==> config.mk <==
export PLATFORM = sky130hd
export DESIGN_NAME = cwalk_ctrl
export DESIGN_NICKNAME = d
export VERILOG_FILES = /design/src/rtl/cwalk_pkg.sv /design/src/rtl/cwalk_timer.sv /design/src/rtl/cwalk_ctrl.sv
export SDC_FILE = /design/constraint.sdc
export NUM_CORES = 1
export LEC_CHECK = 0
export CAP_MARGIN = 20
export CORE_MARGIN = 1
export CORE_UTILIZATION = 51
export CTS_CLUSTER_SIZE = 25
export DETAILED_ROUTE_END_ITERATION = 10
export PLACE_DENSITY = 0.77
export SKIP_LAST_GASP = 1
export SYNTH_ARGS = -nofsm -noshare
export SYNTH_HDL_FRONTEND = slang
export SYNTH_SLANG_ARGS = --single-unit
export TNS_END_PERCENT = 5
==> constraint.sdc <==
create_clock -name clk -period 1.99 [get_ports clk]
set_clock_uncertainty 0.1 [all_clocks]
set_input_delay 0.398 -clock clk [delete_from_list [all_inputs] [get_ports clk]]
set_output_delay 0.398 -clock clk [all_outputs]
set_load 0.01 [all_outputs]
==> src/rtl/cwalk_pkg.sv <==
// ============================================================================
// Module   : cwalk_pkg
// Brief    : Shared state encoding, timer width and default phase durations.
// Revision : 1.0
// ============================================================================
`default_nettype none

package cwalk_pkg;

  localparam int c_TMR_W = 4;

  localparam int c_GREEN_T_DEF  = 8;
  localparam int c_YELLOW_T_DEF = 3;
  localparam int c_WALK_T_DEF   = 5;
  localparam int c_FLASH_T_DEF  = 9;

  typedef enum logic [1:0] {
    ST_GREEN  = 2'd0,
    ST_YELLOW = 2'd1,
    ST_WALK   = 2'd2,
    ST_FLASH  = 2'd3
  } state_t;

endpackage

`default_nettype wire

==> src/rtl/cwalk_timer.sv <==
// ============================================================================
// Module   : cwalk_timer
// Brief    : 4-bit load/decrement down-timer that saturates at zero.
// Revision : 1.0
// ============================================================================
`default_nettype none

module cwalk_timer
  import cwalk_pkg::*;
#(
  parameter logic [c_TMR_W-1:0] RST_VAL = '0
) (
  input  logic               clk,
  input  logic               reset,
  input  logic               load,
  input  logic               dec,
  input  logic [c_TMR_W-1:0] value,
  output logic               zero,
  output logic [c_TMR_W-1:0] count
);

  logic [c_TMR_W-1:0] r_count;

  always_ff @(posedge clk or negedge reset) begin
    if (!reset) begin
      r_count <= RST_VAL;
    end else if (load) begin
      r_count <= value;
    end else if (dec && (r_count != '0)) begin
      r_count <= r_count - 1'b1;
    end
  end

  assign zero  = (r_count == '0);
  assign count = r_count;

endmodule

`default_nettype wire

==> src/rtl/cwalk_ctrl.sv <==
// ============================================================================
// Module   : cwalk_ctrl
// Brief    : Pedestrian-crossing controller: Moore FSM, lamp decode, countdown.
// Revision : 1.0
// ============================================================================
`default_nettype none

module cwalk_ctrl
  import cwalk_pkg::*;
#(
  parameter int GREEN_T  = c_GREEN_T_DEF,
  parameter int YELLOW_T = c_YELLOW_T_DEF,
  parameter int WALK_T   = c_WALK_T_DEF,
  parameter int FLASH_T  = c_FLASH_T_DEF
) (
  input  logic               clk,
  input  logic               reset,
  input  logic               tick,
  input  logic               btn,
  output logic               car_g,
  output logic               car_y,
  output logic               car_r,
  output logic               walk,
  output logic               dont_walk,
  output logic [c_TMR_W-1:0] cnt_d,
  output logic               cnt_en,
  output logic               req_pend
);

  localparam logic [c_TMR_W-1:0] c_GREEN_LD  = c_TMR_W'(GREEN_T - 1);
  localparam logic [c_TMR_W-1:0] c_YELLOW_LD = c_TMR_W'(YELLOW_T - 1);
  localparam logic [c_TMR_W-1:0] c_WALK_LD   = c_TMR_W'(WALK_T - 1);
  localparam logic [c_TMR_W-1:0] c_FLASH_LD  = c_TMR_W'(FLASH_T - 1);

  state_t             r_state;
  state_t             w_state_nx;
  logic               w_load;
  logic               w_dec;
  logic [c_TMR_W-1:0] w_value;
  logic               w_zero;
  logic [c_TMR_W-1:0] w_count;
  logic               r_blink;
  logic               r_req_pend;
  logic               r_flash_upd;
  logic               r_blank_upd;
  logic [c_TMR_W-1:0] r_cnt_d;
  logic               r_cnt_en;

  cwalk_timer #(
    .RST_VAL (c_GREEN_LD)
  ) u_timer (
    .clk   (clk),
    .reset (reset),
    .load  (w_load),
    .dec   (w_dec),
    .value (w_value),
    .zero  (w_zero),
    .count (w_count)
  );

  always_ff @(posedge clk or negedge reset) begin
    if (!reset) r_state <= ST_GREEN;
    else        r_state <= w_state_nx;
  end

  always_comb begin
    w_state_nx = r_state;
    w_load     = 1'b0;
    w_dec      = 1'b0;
    w_value    = c_GREEN_LD;
    if (tick) begin
      if (!w_zero) begin
        w_dec = 1'b1;
      end else begin
        unique case (r_state)
          ST_GREEN: begin
            // GREEN parks at zero until a request is pending or arriving now
            if (r_req_pend || btn) begin
              w_state_nx = ST_YELLOW;
              w_load     = 1'b1;
              w_value    = c_YELLOW_LD;
            end
          end
          ST_YELLOW: begin
            w_state_nx = ST_WALK;
            w_load     = 1'b1;
            w_value    = c_WALK_LD;
          end
          ST_WALK: begin
            w_state_nx = ST_FLASH;
            w_load     = 1'b1;
            w_value    = c_FLASH_LD;
          end
          ST_FLASH: begin
            w_state_nx = ST_GREEN;
            w_load     = 1'b1;
            w_value    = c_GREEN_LD;
          end
        endcase
      end
    end
  end

  always_comb begin
    car_g     = 1'b0;
    car_y     = 1'b0;
    car_r     = 1'b0;
    walk      = 1'b0;
    dont_walk = 1'b0;
    unique case (r_state)
      ST_GREEN:  begin car_g = 1'b1; dont_walk = 1'b1;    end
      ST_YELLOW: begin car_y = 1'b1; dont_walk = 1'b1;    end
      ST_WALK:   begin car_r = 1'b1; walk      = 1'b1;    end
      ST_FLASH:  begin car_r = 1'b1; dont_walk = r_blink; end
    endcase
  end

  always_ff @(posedge clk or negedge reset) begin
    if (!reset) begin
      r_req_pend  <= 1'b0;
      r_blink     <= 1'b0;
      r_flash_upd <= 1'b0;
      r_blank_upd <= 1'b0;
      r_cnt_d     <= '0;
      r_cnt_en    <= 1'b0;
    end else begin
      // Clear on WALK entry takes priority over a coincident press
      if (w_load && (w_state_nx == ST_WALK))
        r_req_pend <= 1'b0;
      else if (btn && ((r_state == ST_GREEN) || (r_state == ST_YELLOW)))
        r_req_pend <= 1'b1;

      if (w_load && (w_state_nx == ST_FLASH))
        r_blink <= 1'b1;
      else if ((r_state == ST_FLASH) && tick)
        r_blink <= ~r_blink;

      // Display strobe trails the timer update by one edge so cnt_d sees the new count
      r_flash_upd <= (w_load && (w_state_nx == ST_FLASH)) || ((r_state == ST_FLASH) && w_dec);
      r_blank_upd <= (r_state == ST_FLASH) && (w_state_nx == ST_GREEN);
      r_cnt_en    <= r_flash_upd || r_blank_upd;
      if (r_flash_upd)
        r_cnt_d <= w_count + 1'b1;
      else if (r_blank_upd)
        r_cnt_d <= '0;
    end
  end

  assign cnt_d    = r_cnt_d;
  assign cnt_en   = r_cnt_en;
  assign req_pend = r_req_pend;

endmodule

`default_nettype wire

-- After elaboration in Yosys (flattened, before gate mapping)
Cells that the tools add are included.
- bits in registers: 15
- bits of input ports: 4
- add/sub/neg operators: 2
- eq/ne operators: 5
- muxes and demuxes: 27
- bitwise operators: 1
- reductions and logical operators: 22
- operators by type and width (cell ; count):
    4-bit 2-to-1 mux ; 6
    4-bit case mux with 4 select lines ; 1
    1-bit 2-to-1 mux ; 13
    2-bit equality test, second input constant ; 4
    2-bit case mux with 4 select lines ; 1
    2-bit nonzero test ; 4
    1-bit logical AND ; 7
    2-bit 2-to-1 mux ; 3
    4-bit by 1-bit adder with 4-bit output, second input constant ; 1
    2-bit zero test ; 2
    4-bit zero test ; 1
    1-bit logical OR ; 4
    1-bit case mux with 2 select lines ; 2
    4-bit nonzero test ; 1
    2-bit OR reduction ; 2
    4-bit by 1-bit subtractor with 4-bit output, second input constant ; 1
    3-bit 2-to-1 mux ; 1
    3-bit OR reduction ; 1
    2-bit by 1-bit equality test with 1-bit output, second input constant ; 1
    1-bit inverter ; 1

-- Depth between registers and ports, before layout
- depth after elaboration: 8
- depth in mapped cells: 7
- depth with buffers taken out: 6

-- Hierarchy
From an unflattened synthesis, not the netlist that was laid out.
- cell total of the unflattened synthesis: 93
- area total of the unflattened synthesis: 914.6 um^2
- by module, submodules not included (module ; instances ; cells each ; area an instance (um^2) ; seq. area each (um^2)):
    cwalk_ctrl ; 1 ; 66 ; 640.6 ; 275.3
    cwalk_timer ; 1 ; 27 ; 274.0 ; 103.8

-- Worst setup path after synthesis
Ideal clock, no wire load.
- path type: reg2reg
- start: reg r_state[0]
- end: reg u_timer.r_count[1] (netlist: u_timer.count[1])
- setup time: 0.082 ns
- data arrival time: 1.527 ns
- required time: 1.808 ns
- path slack: 0.281 ns
- stages on the path, launching flop included: 7
- buffers on the path: 0
- period minus slack after synthesis: 1.709 ns
- cell sequence: dfrtp_1 inv_1 ha_1 or3b_1 nand2_1 o21ai_1 a22oi_1
- word-level cells in the longest chain between the ends: 6
- RTL lines (item ; RTL line ; text):
    from (decl) ; cwalk_ctrl.sv:35 ; state_t r_state;
    from (signal assigned) ; cwalk_ctrl.sv:63 ; else r_state <= w_state_nx;
    2-bit by 1-bit equality test with 1-bit output or 2-bit equality test (tied branches) ; cwalk_ctrl.sv:75 ; unique case (r_state)
    3-bit OR reduction (no line) ; -- ;
    1-bit case mux with 2 select lines ; cwalk_ctrl.sv:75 ;
    1-bit 2-to-1 mux ; cwalk_ctrl.sv:72 ; if (!w_zero) begin
    1-bit 2-to-1 mux ; cwalk_ctrl.sv:71 ; if (tick) begin
    4-bit 2-to-1 mux or 2-bit nonzero test (tied branches) ; -- ;
    to (signal assigned) ; cwalk_timer.sv:28 ; r_count <= value;
    to (signal assigned) ; cwalk_timer.sv:30 ; r_count <= r_count - 1'b1;
    to (decl) ; cwalk_timer.sv:22 ; logic [c_TMR_W-1:0] r_count;
Several ways; a longest one is shown, not always the timed one.
A chain may end at the register's enable or synchronous reset.

-- Worst setup path in the final report
- start: reg r_state[1]
- end: out car_r
- word-level cells in the longest chain between the ends: 3
- RTL lines (item ; RTL line ; text):
    2-bit equality test ; cwalk_ctrl.sv:110 ; unique case (r_state)
    2-bit OR reduction (no line) * ; -- ;
    1-bit 2-to-1 mux * ; cwalk_ctrl.sv:110 ;
    to (decl) ; cwalk_ctrl.sv:22 ; output logic car_r,
Mark *: on every way between the ends. The rest lies on a longest branch, timed or not.

==> impl_metrics.env <==
export IMPL_status="finished, violations left"
export IMPL_violations="negative setup slack"
export IMPL_htreeDepth=1
export IMPL_reg2reg_depth=6
export IMPL_initial_core_util_pct=56.9
export IMPL_antenna_left=0
export IMPL_instances_no_fill=130
export IMPL_route_detailed_drc=0
export IMPL_setup_viol=3
export IMPL_start_kind="register"
export IMPL_crit_fanout=4
export IMPL_netSwitchingPower_mw=0.769
export IMPL_seq_power_share_pct=32.0
export IMPL_vias_per_cell=5.63
export IMPL_fin_crit_sh_pct=107
export IMPL_wl_per_cell_um=14.8
export IMPL_placed_cells=124
export IMPL_n_antenna_cell=0
export IMPL_place_area_um2=1070
export IMPL_rows=14
export IMPL_core_um2=1560
export IMPL_hold_class="primary input to asynchronous set/reset pin"
export IMPL_drive_gt1_share_pct=20.2
export IMPL_fin_area_um2=1120
export IMPL_dp_hpwl_mm=1.50
export IMPL_grt_max_degree=16
export IMPL_r2r_slack_ps=130
export IMPL_yosysSeqAreaShare_pct=42.7
export IMPL_maxCapViolCount=0
export IMPL_grt_pass1_vias=726
export IMPL_finalSetupTns_ps=-284
export IMPL_die_h_um=43.7
export IMPL_clock_latency_ps=290
export IMPL_area_growth_pct=26.7
export IMPL_cts_buffer_depth=2
export IMPL_power_density_nw_per_um2=1630
export IMPL_die_area_um2=1910
export IMPL_synth_cell_types=32
export IMPL_yosys_register_bits=15
export IMPL_p_clk_share_pct=9.9
export IMPL_critPathKind="register to output pin"
export IMPL_finalCriticalPeriod_ps=2130
export IMPL_r2r_end="r_blink"
export IMPL_max_freq_ghz=0.470
export IMPL_fin_hold_ws_ps=302
export IMPL_crit_path_end_kind="output pin"
export IMPL_syn_nets=102
export IMPL_slew_headroom_pct=74.9
export IMPL_tightest_slew_ps=375
export IMPL_ir_drop_mv=1.21
export IMPL_r2r_start="u_timer.count[0]"
export IMPL_final_util_pct=72.1
export IMPL_fin_nets=127
export IMPL_synth_area_per_cell_um2=9.86
export IMPL_clockRootBuffer="clkbuf_4"
export IMPL_vias=732
export IMPL_clock_sinks=15
export IMPL_cp_arrival_ps=1630
export IMPL_swShare_pct=42.0
export IMPL_cts_made_buffers=3
export IMPL_rsz0062_at_grt="yes"
export IMPL_setup_slack_ps=-137
export IMPL_drtIter0Drc=15
export IMPL_gr_total_overflow=0
export IMPL_synthCells=90
export IMPL_cts_reportedPaths_clkPinSlew_ps=100
export IMPL_die_w_um=43.7
export IMPL_required_ps=1490
export IMPL_p_leak_nw=0.536
export IMPL_dr_pass1_iters=4
export IMPL_combinationalPowerShare_pct=58.1
export IMPL_grt_util_all_layers_pct=23.7
export IMPL_place_congestion=0.892
export IMPL_p_int_mw=1.06
export IMPL_slew_violations=0
export IMPL_grt_pass1_wl_mm=3.25
export IMPL_io_buffers=14
export IMPL_io_pins=15
export IMPL_ys_warn_count=0
export IMPL_report_final_hold_viol_count=0
export IMPL_routed_wl_mm=1.92
export IMPL_antenna_found_initial=0
export IMPL_syn_area_um2=887
export IMPL_cts_tree="done"
==> routing by layer <==
metal	track usage [%]	part of all wire, %	vias to the layer above
li1	-	-	367
met1	32.6	46	348
met3	5.00	3.3	4
met4	7.50	1.4	0
met5	0	0	-
met2	37.6	49	13
==> critical path: stages, from the launching register on <==
cell,delay [ps]
dfrtp_1,410
buf_4,150
ha_1,210
or2_2,270
dlygate4sd2_1,290
==> worst max-delay path by stage <==
stage               start               end  slack (ps)  cells after the start
2_1_floorplan  r_state[0]  u_timer.count[1]         280                      6
3_3_place_gp   r_state[0]             car_r           9                      4
3_5_place_dp   r_state[0]             car_r         -10                      4
4_1_cts        r_state[1]             car_r        -140                      4
5_1_grt        r_state[0]             car_r        -180                      4
6_report       r_state[1]             car_r        -140                      4
==> cell usage after synthesis (all sizes together) <==
cell type | number | area (um^2)
dfrtp | 12 | 300
nor2 | 9 | 41.3
ha | 8 | 100
a21oi | 7 | 35.0
inv | 7 | 26.3
nand2 | 7 | 26.3
o21ai | 6 | 30.0
a22o | 4 | 35.0
buf | 3 | 27.5
dfstp | 3 | 78.8
nor3 | 3 | 15.0
a211oi | 2 | 20.0
nand3 | 2 | 10.0
or3b | 2 | 17.5
xor2 | 2 | 17.5
a21o | 1 | 7.51
a22oi | 1 | 7.51
a31oi | 1 | 6.26
mux2 | 1 | 11.3
nand4bb | 1 | 11.3
nor2b | 1 | 6.26
o21a | 1 | 7.51
o22ai | 1 | 6.26
o311ai | 1 | 8.76
o32ai | 1 | 8.76
or2 | 1 | 6.26
or4b | 1 | 10.0
xnor2 | 1 | 8.76
==> flip-flops by register name, indices dropped and copies added, names as in the netlist <==
name,flops
r_flash_upd,1
r_state,2
u_timer.count,4
req_pend,1
r_blink,1
r_blank_upd,1
cnt_d,4
cnt_en,1
==> kinds of logic after synthesis <==
family,after synthesis,share of synthesized area [%]
mux,1,1.27
buf+inv,10,6.06
simple gates,27,16.2
fa+ha+maj,8,11.3
flops,15,42.7
xor+xnor,3,2.96
compound gates,26,19.5
==> power by group through the flow <==
stage	Clock (mW)	Sequential (mW)	Combinational (mW)
after floorplan	0	0.577	0.646
after global placement	0	0.587	1.01
after detailed placement	0	0.600	1.04
after CTS	0.182	0.584	1.06
after global routing	0.195	0.609	1.17
final	0.182	0.585	1.06
==> area by class of cell <==
| type | instances | area (um^2) |
|---|---|---|
| Inverter | 7 | 26.3 |
| Clock inverter | 1 | 5.00 |
| Clock buffer | 3 | 22.5 |
| Tap cell | 16 | 20.0 |
| Multi-Input combinational cell | 65 | 464 |
| Fill cell | 128 | 435 |
| Timing Repair Buffer | 23 | 206 |
| Sequential cell | 15 | 379 |
==> cells in the final DEF (no fill, tap or decap), drive strengths merged, types with 3 or more instances in the layout <==
master | synthesis | layout
buf | 3 | 9
o21ai | 6 | 6
dfstp | 3 | 3
nor3 | 3 | 3
clkbuf | 0 | 3
ha | 8 | 8
a22o | 4 | 4
clkdlybuf4s50 | 0 | 10
dlygate4sd2 | 0 | 3
inv | 7 | 7
nand2 | 7 | 7
dfrtp | 12 | 12
nor2 | 9 | 9
a21oi | 7 | 7
==> stage by stage <==
| step | total power [mW] | setup WS [ps] |
|---|---|---|
| after detailed placement | 1.64 | -13.3 |
| after global placement | 1.60 | 8.51 |
| after floorplan | 1.22 | 281 |
| after global routing | 1.97 | -177 |
| after CTS | 1.83 | -145 |
| final | 1.83 | -137 |
==> what timing repair did <==
item	in CTS	in global routing
hold buffers	0	0
setup endpoints to repair	5	6
resized for setup	5	2
buffers inserted	2	0
No activity file was read; power rests on OpenSTA's default activity.
